<file path="config.mk">
export PLATFORM = sky130hd
export DESIGN_NAME = freq_div_ctrl_flat
export DESIGN_NICKNAME = d
export VERILOG_FILES = /design/src/rtl/freq_div_ctrl_if.sv /design/src/rtl/freq_div_ctrl.sv /design/src/flat_wrapper.sv
export SDC_FILE = /design/constraint.sdc
export NUM_CORES = 1
export LEC_CHECK = 0
export CAP_MARGIN = 40
export CORE_ASPECT_RATIO = 2
export CORE_MARGIN = 2
export CORE_UTILIZATION = 30
export CTS_CLUSTER_DIAMETER = 100
export DETAILED_ROUTE_END_ITERATION = 16
export PLACE_DENSITY_LB_ADDON = 0.3
export SLEW_MARGIN = 15
export SYNTH_ARGS = -nofsm -noshare
export SYNTH_HDL_FRONTEND = slang
export SYNTH_SLANG_ARGS = --single-unit
</file>
<file path="constraint.sdc">
create_clock -name clk -period 12.5 [get_ports clk]
set_input_delay 1.875 -clock clk [delete_from_list [all_inputs] [get_ports clk]]
set_output_delay 1.875 -clock clk [all_outputs]
set_load 0.02 [all_outputs]
</file>
<file path="src/rtl/freq_div_ctrl_if.sv">
// -----------------------------------------------------------------------------
// freq_div_ctrl_if
// Divisor-configuration channel of freq_div_ctrl: a valid/ready request that
// carries a new divisor, plus the error pulse returned for rejected values.
//
// Signals:
//   cfg_valid  master->slave  new-divisor request
//   cfg_div    master->slave  requested divisor (N bits)
//   cfg_ready  slave->master  1 while no divisor is pending
//   cfg_err    slave->master  one-cycle pulse after an out-of-range request
// With FREQ_DIV_DUTY_CFG_EN defined:
//   cfg_high   master->slave  requested high-phase length (N bits)
//   cur_high   slave->master  high-phase length currently in effect
// -----------------------------------------------------------------------------
interface freq_div_ctrl_if #(
  parameter int N = 26
);
  logic         cfg_valid;
  logic [N-1:0] cfg_div;
  logic         cfg_ready;
  logic         cfg_err;
`ifdef FREQ_DIV_DUTY_CFG_EN
  logic [N-1:0] cfg_high;
  logic [N-1:0] cur_high;

  modport master (output cfg_valid, cfg_div, cfg_high,
                  input  cfg_ready, cfg_err, cur_high);
  modport slave  (input  cfg_valid, cfg_div, cfg_high,
                  output cfg_ready, cfg_err, cur_high);
`else
  modport master (output cfg_valid, cfg_div,
                  input  cfg_ready, cfg_err);
  modport slave  (input  cfg_valid, cfg_div,
                  output cfg_ready, cfg_err);
`endif
endinterface

</file>
<file path="src/rtl/freq_div_ctrl.sv">
// -----------------------------------------------------------------------------
// freq_div_ctrl
// Run-time programmable divide-by-M controller. A counter runs 0..M-1 while
// enabled; q is a square wave (low for floor(M/2) cycles, then high) and tick
// marks the last count of every period. New divisors arrive over a valid/ready
// channel, wait in a one-entry pending slot and only take effect at a period
// boundary (or immediately while idle), so no output period is ever truncated
// or stretched. Stopping is likewise deferred to the end of the period.
//
// Optional feature macro: FREQ_DIV_DUTY_CFG_EN
//   Adds a programmable high-phase length (cfg.cfg_high / cfg.cur_high) that
//   follows the same pending/apply rules as the divisor.
//
// Ports:
//   clk        system clock, rising edge
//   reset      asynchronous, active-high; clears all state
//   i_enable   level: 1 = run, 0 = stop at the end of the current period
//   cfg        divisor configuration channel (slave side)
//   o_q        divided square wave (registered)
//   o_tick     one-cycle pulse on the last count of each period
//   o_running  1 while counting
//   o_cur_div  divisor currently in effect
// -----------------------------------------------------------------------------
module freq_div_ctrl #(
  parameter int N         = 26,
  parameter int DEFAULT_M = 50000000
) (
  input  logic            clk,
  input  logic            reset,
  input  logic            i_enable,
  freq_div_ctrl_if.slave  cfg,
  output logic            o_q,
  output logic            o_tick,
  output logic            o_running,
  output logic [N-1:0]    o_cur_div
);

  localparam logic [N-1:0] DEF_DIV = N'(DEFAULT_M);
`ifdef FREQ_DIV_DUTY_CFG_EN
  localparam logic [N-1:0] DEF_HIGH = N'(DEFAULT_M - (DEFAULT_M / 2));
`endif

  typedef enum logic {IDLE, RUN} state_t;

  state_t       r_state, w_state_nxt;
  logic [N-1:0] r_cnt, w_cnt_nxt;
  logic [N-1:0] r_div_q, w_div_nxt;
  logic [N-1:0] r_pend_div;
  logic         r_pend_valid;
  logic         r_q, w_q_nxt;
  logic         r_cfg_err;
  logic         w_wrap, w_accept, w_cfg_bad, w_apply;
`ifdef FREQ_DIV_DUTY_CFG_EN
  logic [N-1:0] r_high_q, w_high_nxt, r_pend_high;
`endif

  // Last count of a period: the only edge where state or divisor may change.
  assign w_wrap   = (r_state == RUN) && (r_cnt == r_div_q - N'(1));
  assign w_accept = cfg.cfg_valid && !r_pend_valid;
  // A pending divisor can only exist while cfg_ready is low, so acceptance
  // and application never coincide on one edge.
  assign w_apply  = r_pend_valid && ((r_state == IDLE) || w_wrap);

`ifdef FREQ_DIV_DUTY_CFG_EN
  assign w_cfg_bad  = (cfg.cfg_div < N'(2)) || (cfg.cfg_high == '0) ||
                      (cfg.cfg_high >= cfg.cfg_div);
  assign w_high_nxt = w_apply ? r_pend_high : r_high_q;
`else
  assign w_cfg_bad  = cfg.cfg_div < N'(2);
`endif
  assign w_div_nxt  = w_apply ? r_pend_div : r_div_q;

  // State register.
  // NOTE: sequential state uses non-blocking assignments so every register
  // samples pre-edge values, independent of statement order.
  always_ff @(posedge clk or posedge reset) begin
    if (reset) begin
      r_state <= IDLE;
      r_cnt   <= '0;
    end else begin
      r_state <= w_state_nxt;
      r_cnt   <= w_cnt_nxt;
    end
  end

  // Next-state logic.
  // NOTE: every combinational output gets a default first so no path leaves
  // it unassigned, which would infer a latch.
  always_comb begin
    w_state_nxt = r_state;
    w_cnt_nxt   = r_cnt;
    unique case (r_state)
      IDLE: begin
        w_cnt_nxt = '0;
        if (i_enable) w_state_nxt = RUN;
      end
      RUN: begin
        if (w_wrap) begin
          w_cnt_nxt = '0;
          if (!i_enable) w_state_nxt = IDLE;
        end else begin
          w_cnt_nxt = r_cnt + N'(1);
        end
      end
    endcase
  end

  // Output logic. q is computed from the next state/count/divisor and
  // registered, so it is glitch-free yet aligned with the current count.
  always_comb begin
    w_q_nxt   = 1'b0;
    o_tick    = w_wrap;
    o_running = (r_state == RUN);
    if (w_state_nxt == RUN) begin
`ifdef FREQ_DIV_DUTY_CFG_EN
      w_q_nxt = (w_cnt_nxt >= (w_div_nxt - w_high_nxt));
`else
      w_q_nxt = (w_cnt_nxt >= (w_div_nxt >> 1));
`endif
    end
  end

  // Divisor pipeline: pending slot, active divisor, error pulse and q.
  always_ff @(posedge clk or posedge reset) begin
    if (reset) begin
      r_div_q      <= DEF_DIV;
      r_pend_div   <= '0;
      r_pend_valid <= 1'b0;
      r_cfg_err    <= 1'b0;
      r_q          <= 1'b0;
`ifdef FREQ_DIV_DUTY_CFG_EN
      r_high_q     <= DEF_HIGH;
      r_pend_high  <= '0;
`endif
    end else begin
      r_div_q   <= w_div_nxt;
      r_q       <= w_q_nxt;
      r_cfg_err <= w_accept && w_cfg_bad;
`ifdef FREQ_DIV_DUTY_CFG_EN
      r_high_q  <= w_high_nxt;
`endif
      if (w_apply) r_pend_valid <= 1'b0;
      // Rejected requests complete the handshake but leave the slot alone.
      if (w_accept && !w_cfg_bad) begin
        r_pend_valid <= 1'b1;
        r_pend_div   <= cfg.cfg_div;
`ifdef FREQ_DIV_DUTY_CFG_EN
        r_pend_high  <= cfg.cfg_high;
`endif
      end
    end
  end

  assign o_q           = r_q;
  assign o_cur_div     = r_div_q;
  assign cfg.cfg_ready = !r_pend_valid;
  assign cfg.cfg_err   = r_cfg_err;
`ifdef FREQ_DIV_DUTY_CFG_EN
  assign cfg.cur_high  = r_high_q;
`endif

endmodule

</file>
<file path="src/flat_wrapper.sv">
// flat-port wrapper written by rule: the top's interface ports become plain ports
module freq_div_ctrl_flat 
#(
  parameter int N         = 26,
  parameter int DEFAULT_M = 50000000
)
  (clk, reset, i_enable, o_q, o_tick, o_running, o_cur_div, cfg_cfg_valid, cfg_cfg_div, cfg_cfg_ready, cfg_cfg_err);
  freq_div_ctrl_if #(.N(N)) cfg_i ();
  input  logic clk;
  input  logic reset;
  input  logic i_enable;
  output logic o_q;
  output logic o_tick;
  output logic o_running;
  output logic [N-1:0] o_cur_div;
  input wire logic [$bits(cfg_i.cfg_valid)-1:0] cfg_cfg_valid;
  input wire logic [$bits(cfg_i.cfg_div)-1:0] cfg_cfg_div;
  output wire logic [$bits(cfg_i.cfg_ready)-1:0] cfg_cfg_ready;
  output wire logic [$bits(cfg_i.cfg_err)-1:0] cfg_cfg_err;
  assign cfg_i.cfg_valid = cfg_cfg_valid;
  assign cfg_i.cfg_div = cfg_cfg_div;
  assign cfg_cfg_ready = cfg_i.cfg_ready;
  assign cfg_cfg_err = cfg_i.cfg_err;
  freq_div_ctrl #(.N(N), .DEFAULT_M(DEFAULT_M)) u_core (.clk(clk), .reset(reset), .i_enable(i_enable), .cfg(cfg_i), .o_q(o_q), .o_tick(o_tick), .o_running(o_running), .o_cur_div(o_cur_div));
endmodule
</file>
==> results.yml, run 1 <==
outcome:
  outcome: "complete, no violations"
critical_path:
  required_ps: 10620
  worstPathBufferInverterCount: 2
  cp_top_family: "simple AND/OR/NAND/NOR gates"
  cp_cell_sequence: "inv_1 > ha_1 > nor4b_4 > nand4_1 > or4b_1 > and2_1 > and3b_1 > nand4b_1 > nor4b_1 > clkdlybuf4s50_1"
  cp_num_cells: 10
  startpoint: "u_core.o_cur_div[0]"
  worst_path_largest_cell_delay_ps: 700
  rr_endpoint: "u_core.o_q"
  r2r_start: "u_core.o_cur_div[0]"
  r2r_slack_ps: 6970
  path_max_fanout: 8
  end_kind: "primary output"
  path_class: "flop to primary output"
  r2r_cells: 18
  cp.arrival_ps: 4110
  critPathSlowestCell: "clkdlybuf4s50_1"
  startpoint_type: "flop"
global_route:
  grt_use_total: 0.217
  antenna_found_initial: 0
  use_met3: 0.0323
  grt_pass1_vias: 6072
  gr-total-overflow: 0
  met1_usage: 0.207
  gr-max-usage-layer: "met2"
  grt_max_degree: 40
  met2_usage: 0.400
  grt_pass1_wl_um: 36000
clock_tree:
  htree_levels: 3
  cts_tree: "built"
  clkSlewWorstSetupHoldPaths_ps: 70
  worstSkewPairLatency_ps: 370
  cts_root_buf: "clkbuf_16"
  ctsResizeCount: 0
  cts.sinks: 82
  cts_buffers: 9
  post_cts_buffers: 0
  clock_path_buffers: 2
  holdBufCountCts: 0
hold_path:
  hold_end: "u_core.r_pend_div[18]"
  hold_start: "u_core.r_pend_div[18]"
  hold_class: "flop to flop"
  min_path_cells: 1
cells_and_area:
  n_fill_cell: 2123
  multi_input_area_um2: 3980
  fin_cells: 997
  drive_above_1_share: 0.154
  register_area_um2: 2070
  layout.nets: 780
  final_common_cell: "dfrtp_1"
  antenna_cells: 0
  final_util: 0.358
  final_cell_mix: "dfrtp_1 (70), clkdlybuf4s50_1 (60), nor2_1 (51)"
  area_growth_pct: 17.9
placed_design:
  gp_congestion: 0.916
  place_ws_ps: 6940
  post-place-cells: 981
  io_buffers: 60
  hpwl_um: 17800
timing:
  setup_violations: 0
  finalCriticalPeriod_ps: 5990
  fin_crit_sh: 0.479
  rsz0062_at_grt: "no"
  setup_tns_ps: 0
  fmax_ghz: 0.167
  worst_slack_ps: 6510
  hold_viol: 0
  worst_pin_slew_ps: 631
  slew_headroom: 0.579
  drv_slew: 0
  skew_ps: 8.50
run:
  maxCapViolations: 0
synthesis:
  syn_inst: 685
  syn_area_um2: 6350
  ys_types: 70
  synth_area_leader_cell: "dfrtp_1"
  ys_seq_area_frac: 0.325
  synthFlopType: "dfrtp_1"
  synth_warnings: 0
  synth_edf_count: 0
  syn-num-nets: 742
  ys_ff_latch: 82
  synth_top_area_share: 0.276
  ys_top_cells_by_area: "dfrtp_1 (28%), ha_1 (5.3%), dfstp_2 (5.0%), mux2_2 (4.6%), xnor2_1 (4.0%)"
  syn_avg_cell_area_um2: 9.27
  async_flop_share: 1.00
floorplan:
  die_area_um2: 22400
  die_w_um: 107
  start_util: 0.303
  die_h_um: 210
  num_rows: 75
  ios: 61
  fp.coreArea_um2: 20900
power:
  ir_drop_v: 0.0000692
  p_per_area_nw_per_um2: 76.6
  p_leak_uw: 0.00303
drt:
  wl_um: 23300
  wl_per_cell_um: 23.4
  antenna_left: 0
  drt_iter0_drc: 588
  firstDrtPassIters: 6
  viasPerCell: 5.79
  drt_drc_violations_left: 0
  num_vias: 5776
==> metrics by stage <==
stage | hold WS, ps | area, um^2 | total power [uW]
after floorplan | 502 | 6350 | 275
after global placement | 535 | 7140 | 288
after detailed placement | 537 | 7180 | 289
after CTS | 552 | 7490 | 581
after global routing | 571 | 7490 | 591
final | 553 | 7490 | 574
==> metal layers <==
| metal | share of wire | vias to the layer above |
|---|---|---|
| li1 | - | 2688 |
| met1 | 0.33 | 2804 |
| met2 | 0.54 | 215 |
| met3 | 0.040 | 69 |
| met4 | 0.093 | 0 |
| met5 | 0 | - |
==> power breakdown <==
part           internal, uW  switching (uW)  leakage [uW]
registers               265               0       0.00107
clock network           159             131      0.000149
logic                  9.40            8.82       0.00180
total                   434             140       0.00303
==> synth_stat cells, drive strengths merged (3+ instances only) <==
| master | n |
|---|---|
| nand3b | 4 |
| o211ai | 6 |
| o31ai | 26 |
| nor3 | 14 |
| buf | 18 |
| nand2 | 40 |
| o311a | 3 |
| and4 | 8 |
| a222oi | 24 |
| o311ai | 4 |
| dfstp | 12 |
| mux2 | 26 |
| a21o | 4 |
| inv | 13 |
| and2 | 29 |
| o21ai | 13 |
| nor4 | 17 |
| xnor2 | 29 |
| a21oi | 32 |
| nand3 | 36 |
| xor2 | 29 |
| and3 | 26 |
| nand4 | 37 |
| or4 | 5 |
| nor2 | 52 |
| dfrtp | 70 |
| clkbuf | 32 |
| ha | 27 |
| or4b | 3 |
| a31oi | 7 |
| a211oi | 3 |
| nand2b | 4 |
| or3 | 5 |
==> cell type report <==
class	count	share of cell area
Clock buffer	9	0.0301
Clock inverter	7	0.0112
Inverter	13	0.00668
Multi-Input combinational cell	540	0.532
Sequential cell	82	0.276
Tap cell	269	0.0449
Timing Repair Buffer	77	0.0994
==> how the worst max path moves through the flow <==
stage                     slack [ps]      to
after detailed placement        6940  o_tick
after global placement          6990  o_tick
after floorplan                 7500  o_tick
final                           6510  o_tick
after global routing            6350  o_tick
after CTS                       6510  o_tick
==> state kept, by name, indices dropped and copies added, names as in the netlist <==
name / count
u_core.r_pend_div: 26
u_core.o_running: 1
u_core.r_cnt: 26
u_core.o_q: 1
u_core.cfg.cfg_err: 1
u_core.o_cur_div: 26
u_core.r_pend_valid: 1
==> kinds of logic (layout without fill, tap and decap cells) <==
logic type                 Yosys count  after routing  synth area share
and+or+nand+nor                    290            290             0.264
AOI/OAI and AO/OA                  139            139             0.181
DFF                                 82             82             0.325
buffers and inverters               63            106            0.0504
xor gates and xnor gates            58             58            0.0800
adders and majority gates           27             27            0.0532
muxes                               26             26            0.0461
Note: power is estimated with default switching activity, not from simulation.
==> run 2: changes to the inputs <==
==> constraint.sdc (replaced) <==
create_clock -name clk -period 5.1 [get_ports clk]
set_input_delay 0.765 -clock clk [delete_from_list [all_inputs] [get_ports clk]]
set_output_delay 0.765 -clock clk [all_outputs]
set_load 0.02 [all_outputs]
==> run 2 against run 1 <==
  * Sequential share of layout area down 1.3 points
  * Wire length up 5.6%
  * Final cell count up 3.4%
  * Combinational power up 150%
  * Core utilization up 1.8 points
  * Final area up 5.1%
  * Clock skew about the same
  * Register-to-register slack worse by 6800 ps
  * First-iteration DRC count down 6.1%
  * Count of clock-buffer cells in the layout up 1
  * Critical path depth up 8
==> results.yml, run 2 (same netlist as run 1, synthesis figures left out) <==
power:
  p_clk_frac: 0.497
  power_switching_uw: 322
  p_leak_uw: 0.00322
  share_comb_of_total_power: 0.032
  intPower_uw: 1060
  p_per_area_nw_per_um2: 176
  netSwitchingFraction: 0.233
  ir_drop_v: 0.000189
  power_frac_seq: 0.471
timing:
  fin_crit_sh: 0.968
  worst_pin_slew_ps: 651
  setup_violations: 0
  setup_tns_ps: 0
  finalCriticalPeriod_ps: 4930
  drv_slew: 0
  skew_ps: 8.04
  slew_headroom: 0.565
  fmax_ghz: 0.203
  timing.hold.ws_ps: 548
  hold_viol: 0
critical_path:
  cp.arrival_ps: 5180
  startpoint_type: "flop"
  critPathSlowestCell: "or4b_4"
  path_max_fanout: 14
  path_class: "flop to flop"
  required_ps: 5350
  worst_path_largest_cell_delay_ps: 580
  worstPathBufferInverterCount: 4
  cp_top_family: "simple AND/OR/NAND/NOR gates"
  cp_cell_sequence: "inv_1 > ha_4 > nor4b_4 > nand4_1 > or4b_4 > and2_2 > or4_4 > buf_6 > buf_4 > o31ai_4 > and3_1 > ha_1 > nand4_1 > buf_4 > a211o_1 > o211ai_1 > or3_1 > o22a_1"
  end_kind: "flop"
drt:
  viasPerCell: 5.86
  wl_met1_um: 8040
  drt_drc_violations_left: 0
  met2_wirelength_um: 13000
  top_layer: "met4"
  wl_um: 24600
  antenna_left: 0
  wl_met3_um: 851
  num_vias: 6040
  drt_iter0_drc: 552
  firstDrtPassIters: 5
  wl_per_cell_um: 23.9
placed_design:
  post-place-cells: 1013
  io_buffers: 60
  hpwl_um: 19100
  gp_congestion: 0.937
global_route:
  grt_use_total: 0.227
  grt_pass1_vias: 6127
  grt_max_degree: 44
  antenna_found_initial: 0
  gr-total-overflow: 0
  grt_pass1_wl_um: 37100
cells_and_area:
  antenna_cells: 0
  drive_above_1_share: 0.206
  fin_cells: 1031
  n_fill_cell: 2101
  area_growth_pct: 23.9
  final_common_cell: "dfrtp_1"
  final_cell_mix: "dfrtp_1 (68), clkdlybuf4s50_1 (60), nor2_1 (51)"
  layout.nets: 814
floorplan:
  fp.coreArea_um2: 20900
  num_rows: 75
  die_area_um2: 22400
  die_h_um: 210
  ios: 61
  start_util: 0.303
  die_w_um: 107
clock_tree:
  cts_root_buf: "clkbuf_16"
  clkSlewWorstSetupHoldPaths_ps: 70
  cts_buffers: 9
  htree_levels: 3
  cts_tree: "built"
  worstSkewPairLatency_ps: 370
  cts.sinks: 82
  clock_path_buffers: 2
outcome:
  outcome: "complete, no violations"
hold_path:
  hold_class: "flop to flop"
run:
  maxCapViolations: 0
run 2: changes by cell type in the layout (fill, tap and decap cells not counted), moves of 2 or more:
cell     change
buf_12       +3
inv_6        -2
dfrtp_1      -2
and3_1       -4
dfrtp_2      +2
buf_4       +31
o31ai_1      -3
and3_2       +2
o31ai_4      +4
and3_4       +2
run 2: stage by stage:
step / setup slack [ps] / area (um^2) / util / total power, uW
finish: 166 / 7870 / 0.376 / 1380
global route: -0.0977 / 7870 / 0.376 / 1430
CTS: 30.6 / 7740 / 0.370 / 1400
detailed placement: 60.1 / 7440 / 0.356 / 707
global placement: 123 / 7440 / 0.356 / 707
floorplan: 317 / 6350 / - / 674
run 2: final cells by class:
class / instances / area (um^2) / share of cell area
repair buffers: 111 / 1040 / 0.132
flip-flops and latches: 82 / 2070 / 0.263
multi-input cells: 540 / 4070 / 0.517
clock inverters: 6 / 75.1 / 0.00954
clock buffers: 10 / 229 / 0.0291
inverters: 13 / 50.0 / 0.00636
well taps: 269 / 337 / 0.0428
run 2: per-layer routing:
layer  vias up  GRT usage
met5         -          0
met4         0      0.221
met3        91     0.0248
met2       242      0.404
met1      2943      0.218
li1       2764          -
run 2: power groups by stage:
stage,clock network [uW],registers [uW],logic (uW)
after CTS,702,651,44.3
after detailed placement,0,663,44.1
after global placement,0,663,44.0
after floorplan,0,663,11.3
after global routing,729,650,49.3
final,687,651,44.8
run 2: worst paths after layout:
path                                       start                     to  slack [ps]  cells after the start
min                        u_core.r_pend_div[19]  u_core.r_pend_div[19]         550                      1
min reg2reg                u_core.r_pend_div[19]  u_core.r_pend_div[19]         550                      1
min in group asynchronous                  reset   u_core.o_cur_div[16]         610                      2
max reg2reg                  u_core.o_cur_div[0]             u_core.o_q         170                     18
max in group asynchronous                  reset   u_core.o_cur_div[17]        3720                      3
max                          u_core.o_cur_div[0]             u_core.o_q         170                     18
run 2: worst reg2reg max path: cells and delay by family, from the launching register on:
kind	cells	cell delay (ps)
buf+inv	4	670
simple gates	8	2660
flops	1	450
compound gates	4	570
fa+ha+maj	2	470
run 2: timing repair:
action	4_1_cts	5_1_grt
buffers inserted	0	1
hold buffers	0	0
resized for setup	0	21
setup endpoints to repair	0	1
==> run 3: changes to the inputs <==
--- a/config.mk
+++ b/config.mk
@@ -7,11 +7,12 @@
 export LEC_CHECK = 0
 export CAP_MARGIN = 40
 export CORE_ASPECT_RATIO = 2
-export CORE_MARGIN = 2
+export CORE_MARGIN = 4
 export CORE_UTILIZATION = 30
 export CTS_CLUSTER_DIAMETER = 100
 export DETAILED_ROUTE_END_ITERATION = 16
 export PLACE_DENSITY_LB_ADDON = 0.3
+export RECOVER_POWER = 25
 export SLEW_MARGIN = 15
 export SYNTH_ARGS = -nofsm -noshare
 export SYNTH_HDL_FRONTEND = slang
==> run 3 against run 2 <==
  * The flow now finishes with violations (capacitance limit, slew limit)
  * Critical path depth decreased by 2
  * Core utilization decreased by 0.39 points
  * Die area rose by 5.7%
  * Critical path type unchanged
  * Critical endpoint unchanged
  * Largest power group unchanged
==> results.yml, run 3 (same netlist as run 1, synthesis figures left out) <==
outcome:
  outcome: "complete, but fails checks"
  violations: "capacitance limit, slew limit"
floorplan:
  die_h_um: 214
  ios: 61
  die_area_um2: 23700
  start_util: 0.303
  fp.coreArea_um2: 20900
  die_w_um: 111
  num_rows: 75
critical_path:
  cp_cell_sequence: "or4_4 > nor3_4 > xnor2_1 > a31oi_1 > or4_1 > buf_12 > o31ai_2 > and3_1 > ha_1 > a21o_1 > a21oi_1 > nor2_1 > a2111oi_1 > nor2_1 > or3_1 > o22a_1"
  critPathSlowestCell: "or4_1"
  cp_num_cells: 16
  worst_path_largest_cell_delay_ps: 630
  rr_endpoint: "u_core.o_q"
  required_ps: 5350
  path_class: "flop to flop"
  worstPathBufferInverterCount: 1
  cp_top_family: "simple AND/OR/NAND/NOR gates"
  critPathMostFrequentCell: "nor2_1"
  cp.arrival_ps: 5130
  path_max_fanout: 15
  r2r_slack_ps: 220
  startpoint_type: "flop"
  end_kind: "flop"
  r2r_cells: 16
  r2r_start: "u_core.o_cur_div[7]"
drt:
  num_vias: 5920
  antenna_left: 0
  wl_um: 24400
  wl_per_cell_um: 23.7
  drt_drc_violations_left: 0
  drt_iter0_drc: 497
  viasPerCell: 5.77
  firstDrtPassIters: 6
clock_tree:
  clock_path_buffers: 2
  cts.sinks: 82
  cts_tree: "built"
  holdBufCountCts: 0
  clkSlewWorstSetupHoldPaths_ps: 70
  htree_levels: 3
  cts_buffers: 9
  cts_root_buf: "clkbuf_16"
  worstSkewPairLatency_ps: 370
timing:
  fmax_ghz: 0.205
  finalCriticalPeriod_ps: 4880
  setup_violations: 0
  worst_pin_slew_ps: 1600
  hold_viol: 0
  fin_crit_sh: 0.957
  rsz0062_at_grt: "no"
  skew_ps: 9.46
  slew_headroom: -0.0698
  drv_slew: 31
  setup_tns_ps: 0
global_route:
  grt_pass1_wl_um: 37000
  grt_pass1_vias: 6261
  grt_use_total: 0.208
  antenna_found_initial: 0
  grt_max_degree: 35
  gr-total-overflow: 0
power:
  share_comb_of_total_power: 0.030
  intPower_uw: 1110
  p_per_area_nw_per_um2: 183
  netSwitchingFraction: 0.224
  p_leak_uw: 0.00320
  finalPower_uw: 1430
  p_clk_frac: 0.514
  ir_drop_v: 0.000173
  power_switching_uw: 320
  power_frac_seq: 0.456
cells_and_area:
  fin_cells: 1026
  final_common_cell: "dfrtp_1"
  final_cell_mix: "dfrtp_1 (70), clkdlybuf4s50_1 (59), nor2_1 (51)"
  drive_above_1_share: 0.186
  area_growth_pct: 22.6
  antenna_cells: 0
  layout.nets: 809
placed_design:
  io_buffers: 60
  post-place-cells: 1010
  gp_congestion: 0.960
  hpwl_um: 19100
hold_path:
  hold_end: "u_core.r_pend_div[19]"
  min_path_cells: 1
  hold_start: "u_core.r_pend_div[19]"
  hold_class: "flop to flop"
run:
  maxCapViolations: 1
==> run 3: power groups by stage <==
| stage | Sequential (uW) | Clock (uW) | Combinational [uW] |
|---|---|---|---|
| 2_1_floorplan | 663 | 0 | 11.3 |
| 3_3_place_gp | 663 | 0 | 44.7 |
| 3_5_place_dp | 663 | 0 | 45.2 |
| 4_1_cts | 651 | 751 | 45.1 |
| 5_1_grt | 650 | 773 | 47.6 |
| 6_report | 651 | 733 | 43.2 |
==> run 3: worst reg2reg max path: stages (launching register included) <==
cell	delay [ps]
dfstp_2	450
or4_4	620
nor3_4	320
xnor2_1	160
a31oi_1	170
or4_1	630
buf_12	200
o31ai_2	270
and3_1	190
ha_1	250
a21o_1	190
a21oi_1	140
nor2_1	60
a2111oi_1	370
nor2_1	180
or3_1	370
o22a_1	200
==> run 3: cell type report <==
class / instances / area (um^2)
clock buffer: 10 / 229
clock inverter: 6 / 95.1
fill: 2088 / 13100
inverter: 13 / 50.0
multi-input combinational: 540 / 3990
sequential: 82 / 2070
tap: 269 / 337
timing repair buffer: 106 / 1020
==> run 3: timing repair <==
action | in CTS | in global routing
hold endpoints to repair | 0 | 0
setup buffers | 0 | 0
gates resized for setup | 0 | 4
setup endpoints to repair | 0 | 1
==> run 3: worst max path at each step <==
| stage | startpoint | end | slack [ps] |
|---|---|---|---|
| floorplan | u_core.o_cur_div[0] | u_core.o_q | 320 |
| finish | u_core.o_cur_div[7] | u_core.o_q | 220 |
| global route | u_core.o_cur_div[1] | u_core.o_q | 8 |
| global placement | u_core.o_cur_div[7] | u_core.o_q | 230 |
| CTS | u_core.o_cur_div[1] | u_core.o_q | 200 |
| detailed placement | u_core.o_cur_div[1] | u_core.o_q | 250 |
==> run 3: routing by layer <==
metal  GRT usage  wire [um]  vias up
li1            -          -     2744
met1       0.197       7940     2864
met2       0.381      13000      205
met3      0.0274        792      107
met4       0.202       2680        0
met5           0          0        -
==> run 3: per-stage QoR <==
| stage | instance area (um^2) | util | setup slack (ps) | hold slack [ps] |
|---|---|---|---|---|
| 2_1_floorplan | 6350 | - | 317 | 502 |
| 3_3_place_gp | 7460 | 0.356 | 230 | 519 |
| 3_5_place_dp | 7460 | 0.356 | 246 | 524 |
| 4_1_cts | 7780 | 0.372 | 197 | 542 |
| 5_1_grt | 7790 | 0.372 | 8.14 | 583 |
| 6_report | 7790 | 0.372 | 222 | 548 |
